===== src/rtl/microcode_sequencer_if.sv =====
// Host, datapath and microcode-SRAM signals of the microcode sequencer.
// slave is the sequencer's view; master is the surrounding environment.
interface microcode_sequencer_if #(
    parameter int DATA_WIDTH = 46,
    parameter int ADDR_WIDTH = 10,
    parameter int CTRL_WIDTH = DATA_WIDTH - 4 - ADDR_WIDTH
);
    logic                  start;
    logic [ADDR_WIDTH-1:0] start_addr;
    logic                  stall;
    logic                  cond;
    logic                  uop_valid;
    logic [CTRL_WIDTH-1:0] ctrl_out;
    logic [ADDR_WIDTH-1:0] pc;
    logic                  running;
    logic                  error;
    logic                  load_valid;
    logic                  load_ready;
    logic [ADDR_WIDTH-1:0] load_addr;
    logic [DATA_WIDTH-1:0] load_data;
    logic [ADDR_WIDTH-1:0] sram_rd_addr;
    logic [DATA_WIDTH-1:0] sram_rd_data;
    logic                  sram_wr_enable;
    logic [ADDR_WIDTH-1:0] sram_wr_addr;
    logic [DATA_WIDTH-1:0] sram_wr_data;

    modport slave (
        input  start, start_addr, stall, cond, load_valid, load_addr, load_data, sram_rd_data,
        output uop_valid, ctrl_out, pc, running, error, load_ready,
               sram_rd_addr, sram_wr_enable, sram_wr_addr, sram_wr_data
    );

    modport master (
        output start, start_addr, stall, cond, load_valid, load_addr, load_data, sram_rd_data,
        input  uop_valid, ctrl_out, pc, running, error, load_ready,
               sram_rd_addr, sram_wr_enable, sram_wr_addr, sram_wr_data
    );
endinterface


===== src/rtl/microcode_sequencer.sv =====
// Microcode sequencer: fetches one micro-op per cycle from an external
// 1-cycle-latency SRAM, with jump/call/return through a small return stack.
// The SRAM write port is handed to the host whenever the sequencer is halted.
module microcode_sequencer #(
    parameter int DATA_WIDTH  = 46,
    parameter int SIZE        = 1024,
    parameter int ADDR_WIDTH  = $clog2(SIZE),
    parameter int STACK_DEPTH = 4,
    parameter int CTRL_WIDTH  = DATA_WIDTH - 4 - ADDR_WIDTH
) (
    input  logic                 clk,
    input  logic                 reset,
    microcode_sequencer_if.slave bus
);
    localparam int SPW = $clog2(STACK_DEPTH) + 1;
    localparam logic [SPW-1:0]        SP_FULL   = SPW'(STACK_DEPTH);
    localparam logic [ADDR_WIDTH-1:0] LAST_ADDR = ADDR_WIDTH'(SIZE - 1);

    typedef enum logic {HALTED, RUN} state_e;
    typedef enum logic [1:0] {OP_SEQ, OP_JMP, OP_CALL, OP_RET} op_e;

    typedef struct packed {
        op_e                   op;
        logic                  cond_en;
        logic                  halt;
        logic [CTRL_WIDTH-1:0] ctrl;
        logic [ADDR_WIDTH-1:0] target;
    } uword_t;

    state_e                state, nxt_state;
    logic [ADDR_WIDTH-1:0] pc_q, nxt_pc, pc_inc, rd_addr;
    logic [SPW-1:0]        sp, nxt_sp, sp_dec;
    logic                  err_q, nxt_err, push, taken;
    logic [ADDR_WIDTH-1:0] stack [STACK_DEPTH];
    uword_t                uw;

    // The SRAM output register holds the current micro-op while running.
    assign uw     = uword_t'(bus.sram_rd_data);
    assign pc_inc = (pc_q == LAST_ADDR) ? '0 : pc_q + 1'b1;
    assign sp_dec = sp - 1'b1;
    assign taken  = (uw.op != OP_SEQ) && (!uw.cond_en || bus.cond);

    // Next-state, next-pc and stack control; the fetch address is next_pc so
    // branches cost no bubble.
    always_comb begin
        nxt_state = state;
        nxt_pc    = pc_q;
        nxt_sp    = sp;
        nxt_err   = err_q;
        push      = 1'b0;
        rd_addr   = pc_q;
        unique case (state)
            HALTED: begin
                rd_addr = bus.start_addr;
                if (bus.start) begin
                    nxt_state = RUN;
                    nxt_pc    = bus.start_addr;
                    nxt_sp    = '0;
                    nxt_err   = 1'b0;
                end
            end
            RUN: begin
                if (!bus.stall) begin
                    if (uw.halt) begin
                        nxt_state = HALTED;
                    end else if (!taken) begin
                        nxt_pc = pc_inc;
                    end else begin
                        unique case (uw.op)
                            OP_JMP: nxt_pc = uw.target;
                            OP_CALL: begin
                                if (sp == SP_FULL) begin
                                    nxt_err   = 1'b1;
                                    nxt_state = HALTED;
                                end else begin
                                    push   = 1'b1;
                                    nxt_sp = sp + 1'b1;
                                    nxt_pc = uw.target;
                                end
                            end
                            OP_RET: begin
                                if (sp == '0) begin
                                    nxt_err   = 1'b1;
                                    nxt_state = HALTED;
                                end else begin
                                    nxt_sp = sp_dec;
                                    nxt_pc = stack[sp_dec[SPW-2:0]];
                                end
                            end
                            default: nxt_pc = pc_inc;
                        endcase
                    end
                    rd_addr = nxt_pc;
                end
            end
            default: nxt_state = HALTED;
        endcase
    end

    // Sequencer state register; reset drops uop_valid immediately.
    always_ff @(posedge clk or posedge reset) begin
        if (reset) begin
            state <= HALTED;
            pc_q  <= '0;
            sp    <= '0;
            err_q <= 1'b0;
        end else begin
            state <= nxt_state;
            pc_q  <= nxt_pc;
            sp    <= nxt_sp;
            err_q <= nxt_err;
        end
    end

    // Return-stack storage; contents are only meaningful below sp.
    always_ff @(posedge clk) begin
        if (push) stack[sp[SPW-2:0]] <= pc_inc;
    end

    assign bus.uop_valid      = (state == RUN);
    assign bus.running        = (state == RUN);
    assign bus.ctrl_out       = uw.ctrl;
    assign bus.pc             = pc_q;
    assign bus.error          = err_q;
    assign bus.load_ready     = (state != RUN);
    assign bus.sram_rd_addr   = rd_addr;
    assign bus.sram_wr_enable = bus.load_valid && (state != RUN);
    assign bus.sram_wr_addr   = bus.load_addr;
    assign bus.sram_wr_data   = bus.load_data;
endmodule

===== src/flat_wrapper.sv =====
// flat-port wrapper written by rule: the top's interface ports become plain ports
module microcode_sequencer_flat 
#(
    parameter int DATA_WIDTH  = 46,
    parameter int SIZE        = 1024,
    parameter int ADDR_WIDTH  = $clog2(SIZE),
    parameter int STACK_DEPTH = 4,
    parameter int CTRL_WIDTH  = DATA_WIDTH - 4 - ADDR_WIDTH
)
  (clk, reset, bus_start, bus_start_addr, bus_stall, bus_cond, bus_load_valid, bus_load_addr, bus_load_data, bus_sram_rd_data, bus_uop_valid, bus_ctrl_out, bus_pc, bus_running, bus_error, bus_load_ready, bus_sram_rd_addr, bus_sram_wr_enable, bus_sram_wr_addr, bus_sram_wr_data);
  microcode_sequencer_if #(.DATA_WIDTH(DATA_WIDTH), .ADDR_WIDTH(ADDR_WIDTH), .CTRL_WIDTH(CTRL_WIDTH)) bus_i ();
  input  logic clk;
  input  logic reset;
  input wire logic [$bits(bus_i.start)-1:0] bus_start;
  input wire logic [$bits(bus_i.start_addr)-1:0] bus_start_addr;
  input wire logic [$bits(bus_i.stall)-1:0] bus_stall;
  input wire logic [$bits(bus_i.cond)-1:0] bus_cond;
  input wire logic [$bits(bus_i.load_valid)-1:0] bus_load_valid;
  input wire logic [$bits(bus_i.load_addr)-1:0] bus_load_addr;
  input wire logic [$bits(bus_i.load_data)-1:0] bus_load_data;
  input wire logic [$bits(bus_i.sram_rd_data)-1:0] bus_sram_rd_data;
  output wire logic [$bits(bus_i.uop_valid)-1:0] bus_uop_valid;
  output wire logic [$bits(bus_i.ctrl_out)-1:0] bus_ctrl_out;
  output wire logic [$bits(bus_i.pc)-1:0] bus_pc;
  output wire logic [$bits(bus_i.running)-1:0] bus_running;
  output wire logic [$bits(bus_i.error)-1:0] bus_error;
  output wire logic [$bits(bus_i.load_ready)-1:0] bus_load_ready;
  output wire logic [$bits(bus_i.sram_rd_addr)-1:0] bus_sram_rd_addr;
  output wire logic [$bits(bus_i.sram_wr_enable)-1:0] bus_sram_wr_enable;
  output wire logic [$bits(bus_i.sram_wr_addr)-1:0] bus_sram_wr_addr;
  output wire logic [$bits(bus_i.sram_wr_data)-1:0] bus_sram_wr_data;
  assign bus_i.start = bus_start;
  assign bus_i.start_addr = bus_start_addr;
  assign bus_i.stall = bus_stall;
  assign bus_i.cond = bus_cond;
  assign bus_i.load_valid = bus_load_valid;
  assign bus_i.load_addr = bus_load_addr;
  assign bus_i.load_data = bus_load_data;
  assign bus_i.sram_rd_data = bus_sram_rd_data;
  assign bus_uop_valid = bus_i.uop_valid;
  assign bus_ctrl_out = bus_i.ctrl_out;
  assign bus_pc = bus_i.pc;
  assign bus_running = bus_i.running;
  assign bus_error = bus_i.error;
  assign bus_load_ready = bus_i.load_ready;
  assign bus_sram_rd_addr = bus_i.sram_rd_addr;
  assign bus_sram_wr_enable = bus_i.sram_wr_enable;
  assign bus_sram_wr_addr = bus_i.sram_wr_addr;
  assign bus_sram_wr_data = bus_i.sram_wr_data;
  microcode_sequencer #(.DATA_WIDTH(DATA_WIDTH), .SIZE(SIZE), .ADDR_WIDTH(ADDR_WIDTH), .STACK_DEPTH(STACK_DEPTH), .CTRL_WIDTH(CTRL_WIDTH)) u_core (.clk(clk), .reset(reset), .bus(bus_i));
endmodule

===== config.mk =====
export PLATFORM = sky130hd
export DESIGN_NAME = microcode_sequencer_flat
export DESIGN_NICKNAME = d
export VERILOG_FILES = /design/src/rtl/microcode_sequencer_if.sv /design/src/rtl/microcode_sequencer.sv /design/src/flat_wrapper.sv
export SDC_FILE = /design/constraint.sdc
export NUM_CORES = 1
export LEC_CHECK = 0
export CAP_MARGIN = 40
export CORE_MARGIN = 4
export CORE_UTILIZATION = 42
export CTS_CLUSTER_DIAMETER = 30
export CTS_CLUSTER_SIZE = 24
export DETAILED_ROUTE_END_ITERATION = 6
export PLACE_DENSITY = 0.87
export REMOVE_ABC_BUFFERS = 1
export SETUP_SLACK_MARGIN = 0.4
export SLEW_MARGIN = 15
export SYNTH_ARGS = -nofsm -noshare
export SYNTH_HDL_FRONTEND = slang
export SYNTH_SLANG_ARGS = --single-unit

===== constraint.sdc =====
create_clock -name clk -period 4.3 [get_ports clk]
set_clock_uncertainty 0.1 [all_clocks]
set_input_delay 0.86 -clock clk [delete_from_list [all_inputs] [get_ports clk]]
set_output_delay 0.86 -clock clk [all_outputs]
set_load 0.005 [all_outputs]

==> results.py, run 1 <==
metrics = {
    "logic_synthesis": {
        "synth_area_per_cell_um2": 10.2,
        "synth_top_family_by_area": "buffers and inverters",
        "synth_compound_area_frac": 0.140,
        "synth-simple-area-share": 0.142,
        "synth_edf_count": 40,
        "syn_area_um2": 4080,
        "synthDistinctLibCells": 58,
        "async_flop_share": 0.273,
        "synthAdderAreaFrac": 0.0184,
        "ys.flop_type": "edfxtp_1",
        "synth_top_area_cell": "edfxtp_1",
        "synth_xor_area_frac": 0.0193,
        "synth_mux_area_frac": 0.0835,
        "synth_area_leaders": "edfxtp_1 29%, buf_4 17%, dfrtp_1 9.2%",
        "synth-seq-area-share": 0.387,
        "ys_ff_latch": 55,
        "synth.most_common_cell": "buf_4",
        "syn_inst": 399,
        "synth_top_area_frac": 0.295,
        "yosys_warnings": 0,
        "synth_common_cells": "90 x buf_4, 40 x edfxtp_1, 22 x nand2_1, 20 x nand3_1, 19 x a21oi_1",
    },
    "die": {
        "ios": 231,
        "core-area_um2": 9330,
        "die_area_um2": 11300,
        "num_rows": 35,
        "die_h_um": 107,
        "die_w_um": 107,
        "initial_core_util": 0.437,
    },
    "grt": {
        "top_usage_layer": "met2",
        "grt_pass1_wl_mm": 27.0,
        "overflow": 0,
        "antenna_found_initial": 0,
        "grt_use_total": 0.357,
        "use_met1": 0.347,
        "grt_pass1_vias": 2972,
        "use_met3": 0.324,
        "met2_usage": 0.513,
        "grt_max_degree": 25,
    },
    "cells_and_area": {
        "fin_cells": 508,
        "final_core_util": 0.476,
        "syn2layout_area_growth_pct": 8.84,
        "multi_input_area_um2": 1790,
        "drive_gt1_frac": 0.182,
        "diodes": 0,
        "seqCellArea_um2": 1580,
        "layout.nets": 502,
        "n_fill_cell": 863,
    },
    "clock_network": {
        "cts-root-buf": "clkbuf_8",
        "cts.reportedPaths.clkPinSlew_ns": 0.11,
        "cts.sinks": 55,
        "clock_path_buffers": 2,
        "cts_tree": "built",
        "h-tree-depth": 2,
        "clock_latency_ns": 0.32,
        "cts_made_buffers": 5,
    },
    "status": {
        "status": "finished, final reports clean",
    },
    "timing": {
        "holdWs_ns": 0.417,
        "setup_viol": 0,
        "hold_viol": 0,
        "fin_crit_ns": 3.88,
        "finalMaxSlewViolations": 0,
        "worst_pin_slew_ns": 0.673,
        "setup_tns_ns": 0,
        "max_freq_mhz": 258,
        "period_share": 0.902,
        "slew_headroom": 0.551,
        "rsz0062_at_grt": "yes",
    },
    "critical_path": {
        "slowest_stage": "clkdlybuf4s50_1",
        "critPathMaxStageDelay_ns": 0.53,
        "cp_cell_sequence": "clkdlybuf4s50_1 -> nand2b_4 -> o21ai_2 -> buf_4 -> a31o_2 -> a21oi_1 -> a21oi_1 -> clkdlybuf4s50_1",
        "crit_type": "in -> out",
        "arrival_ns": 2.92,
        "worstPathRequired_ns": 3.34,
        "startpoint_type": "primary input",
        "reg2reg_slack_ns": 1.69,
        "end_kind": "primary output",
        "crit_fanout": 6,
    },
    "pwr": {
        "ir_worst_vdd_uv": 309,
        "powerDensity_nw_per_um2": 529,
        "power.leakage_nw": 1.65,
    },
    "placed_design": {
        "dp_hpwl_mm": 17.7,
        "port_buffers": 54,
        "dp.cells": 493,
        "routabilityCongestion": 1.04,
    },
    "detailed_routing": {
        "num_vias": 3233,
        "detail-route-antenna-nets": 0,
        "drt_first_iter_violations": 389,
        "wl_per_cell_um": 40.9,
        "drc": 0,
        "vias_per_cell": 6.36,
        "routed_wl_mm": 20.8,
        "dr.pass1.iters": 5,
    },
    "hold_path": {
        "hold_path_class": "reg -> reg",
    },
    "job": {
        "cap_viol_max_count": 0,
    },
}
## power by group
group | leakage [nW] | internal, W | total [W] | switching (W)
Sequential | 0.543 | 0.000690 | 0.000845 | 0.000155
Clock | 0.0477 | 0.000119 | 0.000310 | 0.000191
Combinational | 1.06 | 0.000595 | 0.00119 | 0.000596
## stage by stage
step           total power (W)  area, µm²  setup WS (ns)
2_1_floorplan          0.00137       3260          0.891
3_3_place_gp           0.00189       4140          0.112
3_5_place_dp           0.00190       4140         0.0320
4_1_cts                0.00227       4330          0.385
5_1_grt                0.00246       4440          0.387
6_report               0.00235       4440          0.422
## layout make-up
| class | count | share of cell area |
|---|---|---|
| Clock inverter | 3 | 0.00536 |
| Inverter | 9 | 0.00761 |
| Multi-Input combinational cell | 223 | 0.403 |
| Timing Repair Buffer | 84 | 0.176 |
| Sequential cell | 55 | 0.355 |
| Clock buffer | 5 | 0.0155 |
| Tap cell | 129 | 0.0364 |
## worst max-delay path, delay by kind of cell
| kind | cells | cell delay [ns] |
|---|---|---|
| buf+inv | 3 | 1.17 |
| compound gates | 4 | 0.70 |
| simple gates | 1 | 0.18 |
## cell families (layout without fill, tap and decap cells)
logic type      after synthesis  in the layout
mux                          18             18
flops                        55             55
simple gates                112            112
compound gates               78             78
buf+inv                     121            101
fa+ha+maj                     6              6
xor+xnor                      9              9
## flip-flops by register name, summed over array words and instances, names as in the netlist
| signal | flops |
|---|---|
| u_core.bus.running | 1 |
| u_core.bus.pc | 10 |
| u_core.stack | 40 |
| u_core.sp | 3 |
| u_core.bus.error | 1 |
## layout by cell type, fill, tap and decap left out, drive strengths merged, types with 2 or more instances in the layout
cell type / count
and2: 6
a22oi: 4
nor3: 5
a221oi: 2
nand3b: 2
xor2: 4
buf: 30
nor4: 4
a311oi: 2
nand3: 20
or2: 2
clkinv: 2
o21a: 4
a211o: 2
and3: 5
nand4: 3
nor2: 19
or3: 2
nand2: 22
dfrtp: 15
mux2i: 7
a221o: 7
o221ai: 3
nand2b: 12
xnor2: 5
inv: 10
mux4: 10
ha: 6
o211ai: 8
nor2b: 8
a32o: 4
clkbuf: 6
edfxtp: 40
o22ai: 4
a21oi: 19
clkdlybuf4s50: 50
o21ai: 8
## final timing paths
kind	startpoint	endpoint	cells past startpoint
setup / recovery	bus_cond	bus_sram_rd_addr[2]	8
hold / removal	u_core.bus.error	u_core.bus.error	2
setup reg to reg	u_core.sp[1]	u_core.stack[3][0]	8
hold reg to reg	u_core.bus.error	u_core.bus.error	2
max in group asynchronous	reset	u_core.bus.pc[4]	2
min in group asynchronous	reset	u_core.sp[0]	2
## layer usage
layer | up-vias | part of all wire
met4 | 4 | 0.064
met1 | 1517 | 0.31
met3 | 70 | 0.21
met5 | - | 0.0050
met2 | 309 | 0.41
li1 | 1333 | -
## repair_timing
action,in CTS,in global routing
setup buffers,3,4
hold buffers,0,0
pin swaps,0,3
setup endpoints to repair,10,8
resized for setup,21,19
No activity file was read; power rests on OpenSTA's default activity.
==> inputs of run 2 (changes only) <==
- CORE_UTILIZATION: 42 -> 30
- MAX_ROUTING_LAYER: default -> met4
- PLACE_DENSITY: 0.87 -> 0.65
==> run 2 against run 1 <==
- cell count up 9.4%
- first-iteration DRC count decreased by 46%
- setup slack gained 0.059 ns
==> results.py, run 2 (synthesized netlist as in run 1, its figures left out) <==
metrics = {
    "die": {
        "die_area_um2": 15500,
        "initial_core_util": 0.307,
        "die_h_um": 125,
        "ios": 231,
        "num_rows": 42,
        "core-area_um2": 13300,
        "die_w_um": 125,
    },
    "clock_network": {
        "postCtsHoldBufs": 0,
        "cts_made_buffers": 5,
        "cts_tree": "built",
        "cts-root-buf": "clkbuf_16",
        "cts.sinks": 55,
        "h-tree-depth": 2,
        "clock_latency_ns": 0.30,
        "cts.reportedPaths.clkPinSlew_ns": 0.08,
        "clock_path_buffers": 2,
    },
    "timing": {
        "slew_headroom": 0.562,
        "rsz0062_at_grt": "no",
        "finalMaxSlewViolations": 0,
        "worst_pin_slew_ns": 0.656,
        "setup_viol": 0,
        "fin_crit_ns": 3.82,
        "max_freq_mhz": 262,
        "setup_tns_ns": 0,
        "hold_viol": 0,
        "period_share": 0.888,
        "layout_setup_ws_ns": 0.480,
    },
    "grt": {
        "overflow": 0,
        "grt_use_total": 0.257,
        "antenna_found_initial": 0,
        "grt_max_degree": 21,
        "grt_pass1_wl_mm": 26.7,
        "grt_pass1_vias": 2891,
    },
    "detailed_routing": {
        "vias_per_cell": 5.61,
        "detail-route-antenna-nets": 0,
        "routed_wl_mm": 20.1,
        "drc": 0,
        "dr.pass1.iters": 5,
        "num_vias": 3117,
        "drt_first_iter_violations": 212,
        "wl_per_cell_um": 36.2,
    },
    "pwr": {
        "powerDensity_nw_per_um2": 544,
        "ir_worst_vdd_uv": 223,
        "power.leakage_nw": 1.71,
    },
    "critical_path": {
        "timing.rr.start": "u_core.sp[1]",
        "end_kind": "primary output",
        "crit_type": "in -> out",
        "critPathLaunch": "bus_sram_rd_data[44]",
        "arrival_ns": 2.86,
        "startpoint_type": "primary input",
        "crit_fanout": 4,
        "worstPathRequired_ns": 3.34,
    },
    "cells_and_area": {
        "largest_reg_flops": 40,
        "layout.nets": 503,
        "syn2layout_area_growth_pct": 11.8,
        "final_common_cell": "clkdlybuf4s50_1",
        "drive_gt1_frac": 0.176,
        "layout_common_cells": "47 x clkdlybuf4s50_1, 40 x edfxtp_1, 30 x buf_4, 22 x nand2_1, 20 x nand3_1",
        "diodes": 0,
    },
    "hold_path": {
        "hold_path_class": "reg -> reg",
        "worstHoldStart": "u_core.bus.error",
    },
    "job": {
        "cap_viol_max_count": 0,
    },
    "placed_design": {
        "routabilityCongestion": 0.967,
        "pre_cts_ws_ns": 0.0104,
        "port_buffers": 54,
        "dp_hpwl_mm": 17.0,
    },
    "status": {
        "status": "finished, final reports clean",
    },
}
## run 2: per-layer routing
metal,track usage,wire length (µm),vias to the layer above
met1,0.262,6880,1483
met2,0.350,8280,269
met4,0.0625,552,0
met5,-,0,-
li1,-,-,1336
met3,0.252,4440,29
## run 2: power breakdown
group | switching, W | leakage [nW] | internal, W | total (W)
Combinational | 0.000542 | 1.09 | 0.000594 | 0.00114
Clock | 0.000203 | 0.0863 | 0.000282 | 0.000485
Sequential | 0.000164 | 0.542 | 0.000692 | 0.000856
## run 2: area by class of cell
cell class                      count  area (µm²)
Tap cell                          176         220
Inverter                            9        33.8
Clock inverter                      3        50.0
Clock buffer                        5         125
Multi-Input combinational cell    223        1760
Sequential cell                    55        1580
Fill cell                        1319        8740
Timing Repair Buffer               85         792
## run 2: path summary, 6_finish.rpt
| path | to | slack [ns] | depth (start not counted) |
|---|---|---|---|
| worst max-delay path | bus_sram_rd_addr[5] | 0.48 | 8 |
| worst min-delay path | u_core.bus.error | 0.43 | 2 |
| worst max register to register | u_core.stack[3][6] | 1.80 | 7 |
| worst min register to register | u_core.bus.error | 0.43 | 2 |
| max in group asynchronous | u_core.bus.pc[0] | 2.79 | 2 |
| min in group asynchronous | u_core.bus.pc[8] | 0.85 | 2 |
## run 2: repair_timing
action / 4_1_cts / 5_1_grt
pin swaps: 0 / 7
cloned: 0 / 0
setup buffers: 0 / 11
endpoints found under the setup margin: 10 / 9
resized for setup: 14 / 23
## run 2: stage by stage
stage	cell area, µm²	cells	hold WS, ns	util	total power, W
floorplan	3260	287	0.390	-	0.00137
global placement	4170	537	0.398	0.313	0.00184
detailed placement	4170	537	0.427	0.313	0.00186
CTS	4390	545	0.445	0.330	0.00238
global route	4560	556	0.470	0.343	0.00260
finish	4560	556	0.429	0.343	0.00248
## run 2: worst max-delay path: stages
cell,delay (ns)
dlygate4sd2_1,0.28
and2_1,0.20
buf_4,0.16
and3_1,0.14
or4_1,0.54
o211ai_2,0.12
nand3_1,0.10
clkdlybuf4s50_1,0.45
==> inputs of run 3 (changes only) <==
- CORE_UTILIZATION: 30 -> 42
- PLACE_DENSITY: 0.65 -> 0.87
- clock period: 4.3 -> 4.6 ns (I/O delays scaled with it)
==> run 3 against run 2 <==
- critical path depth shrank 1
- hold slack lost 0.016 ns
- highest routed layer unchanged
- critical endpoint is now bus_sram_rd_addr[4]
- cell count is 10% lower
- via count rose by 2.2%
==> results.py, run 3 (synthesized netlist as in run 1, its figures left out) <==
metrics = {
    "status": {
        "status": "finished, final reports clean",
    },
    "critical_path": {
        "startpoint_type": "primary input",
        "r2r_cells": 7,
        "worstPathRequired_ns": 3.58,
        "reg2reg_slack_ns": 1.97,
        "end_kind": "primary output",
        "crit_type": "in -> out",
        "crit_fanout": 9,
        "r2r-end": "u_core.stack[2][4]",
        "timing.rr.start": "u_core.sp[1]",
        "arrival_ns": 3.11,
    },
    "detailed_routing": {
        "num_vias": 3185,
        "drc": 0,
        "dr.pass1.iters": 5,
        "detail-route-antenna-nets": 0,
        "routed_wl_mm": 20.9,
        "drt_first_iter_violations": 384,
        "wl_per_cell_um": 41.9,
        "vias_per_cell": 6.40,
    },
    "pwr": {
        "switching_power_w": 0.000860,
        "p_int_w": 0.00126,
        "finalPower_w": 0.00212,
        "power.leakage_nw": 1.55,
        "seq_power_share": 0.372,
        "powerDensity_nw_per_um2": 498,
        "switching_share": 0.405,
        "comb_power_share": 0.486,
        "clkPwrFrac": 0.141,
        "ir_worst_vdd_uv": 252,
    },
    "hold_path": {
        "hold_path_class": "reg -> reg",
        "holdPathEnd": "u_core.bus.error",
        "whs_path_depth": 2,
        "worstHoldStart": "u_core.bus.error",
    },
    "cells_and_area": {
        "diodes": 0,
        "fin_cells": 498,
        "layout.nets": 492,
        "largest_reg_flops": 40,
        "drive_gt1_frac": 0.127,
        "syn2layout_area_growth_pct": 4.63,
        "design_area_um2": 4270,
        "layout_common_cells": "52 x clkdlybuf4s50_1, 40 x edfxtp_1, 22 x nand2_1, 20 x nand3_1, 20 x buf_4",
        "final_common_cell": "clkdlybuf4s50_1",
    },
    "timing": {
        "finalMaxSlewViolations": 0,
        "fin_crit_ns": 4.13,
        "hold_viol": 0,
        "setup_viol": 0,
        "max_freq_mhz": 242,
        "worst_pin_slew_ns": 0.716,
        "setup_tns_ns": 0,
        "rsz0062_at_grt": "yes",
        "slew_headroom": 0.522,
        "period_share": 0.898,
    },
    "clock_network": {
        "cts.sinks": 55,
        "postCtsSetupBuffers": 0,
        "h-tree-depth": 2,
        "clock_path_buffers": 2,
        "cts-root-buf": "clkbuf_8",
        "clock_latency_ns": 0.32,
        "cts_tree": "built",
        "cts_made_buffers": 5,
        "cts.reportedPaths.clkPinSlew_ns": 0.12,
    },
    "grt": {
        "grt_pass1_wl_mm": 27.2,
        "overflow": 0,
        "antenna_found_initial": 0,
        "grt_pass1_vias": 2909,
        "grt_use_total": 0.371,
        "grt_max_degree": 25,
    },
    "die": {
        "die_h_um": 107,
        "die_area_um2": 11300,
        "num_rows": 35,
        "die_w_um": 107,
        "ios": 231,
        "core-area_um2": 9330,
        "initial_core_util": 0.437,
    },
    "placed_design": {
        "dp_hpwl_mm": 17.8,
        "place_area_um2": 4110,
        "dp.cells": 490,
        "routabilityCongestion": 1.02,
        "port_buffers": 54,
    },
    "job": {
        "cap_viol_max_count": 0,
    },
}
-- run 3: cell count changes in the layout (fill, tap and decap cells not counted), sizes merged --
cell           before  now
clkinv              0    2
clkdlybuf4s50      47   52
dlygate4sd2         1    2
clkbuf              6    5
dlymetal6s2s        5    0
inv                11   10
bufinv              1    0
buf                31   20
-- run 3: critical path: stages --
cell and delay, ns:
clkdlybuf4s50_1 0.51, or2_4 0.36, o41ai_1 0.42, a221oi_1 0.11, buf_4 0.18, nor2_1 0.09, clkdlybuf4s50_1 0.52
-- run 3: layout make-up --
type	instances	area [µm²]
fillers	864	5060
multi-input cells	223	1700
flip-flops and latches	55	1580
repair buffers	74	688
well taps	129	161
clock buffers	5	68.8
clock inverters	3	33.8
inverters	9	33.8
-- run 3: timing repair --
| item | CTS | global route |
|---|---|---|
| gates resized for setup | 10 | 5 |
| pin swaps | 0 | 0 |
| hold buffers | 0 | 0 |
| setup endpoints to repair | 9 | 6 |
-- run 3: metal layers --
metal / track usage / up-vias / wire, µm
met2: 0.520 / 314 / 8670
met4: 0.158 / 0 / 1180
met1: 0.372 / 1493 / 6670
li1: - / 1310 / -
met5: - / - / 0
met3: 0.312 / 68 / 4330
-- run 3: worst max-delay path by stage --
stage,start,end,slack [ns],cells after the start
detailed placement,bus_sram_rd_data[44],bus_sram_rd_addr[4],0.25,8
global route,u_core.sp[1],bus_sram_rd_addr[5],0.39,8
floorplan,u_core.sp[0],bus_sram_rd_addr[5],1.13,7
global placement,bus_sram_rd_data[45],bus_sram_rd_addr[9],0.27,8
finish,bus_sram_rd_data[42],bus_sram_rd_addr[4],0.47,7
CTS,u_core.sp[1],bus_sram_rd_addr[5],0.36,8
-- run 3: per-stage QoR --
step | util | hold WS (ns) | setup WS [ns]
floorplan | - | 0.390 | 1.13
global placement | 0.441 | 0.385 | 0.273
detailed placement | 0.441 | 0.396 | 0.247
finish | 0.457 | 0.414 | 0.469
CTS | 0.454 | 0.423 | 0.356
global route | 0.457 | 0.457 | 0.392
-- run 3: power groups by stage --
stage / clock, W / sequential (W) / combinational [W]
after CTS: 0.000305 / 0.000786 / 0.000995
after global placement: 0 / 0.000800 / 0.000982
final: 0.000300 / 0.000791 / 0.00103
after floorplan: 0 / 0.000772 / 0.000504
after detailed placement: 0 / 0.000798 / 0.000983
after global routing: 0.000329 / 0.000800 / 0.00111
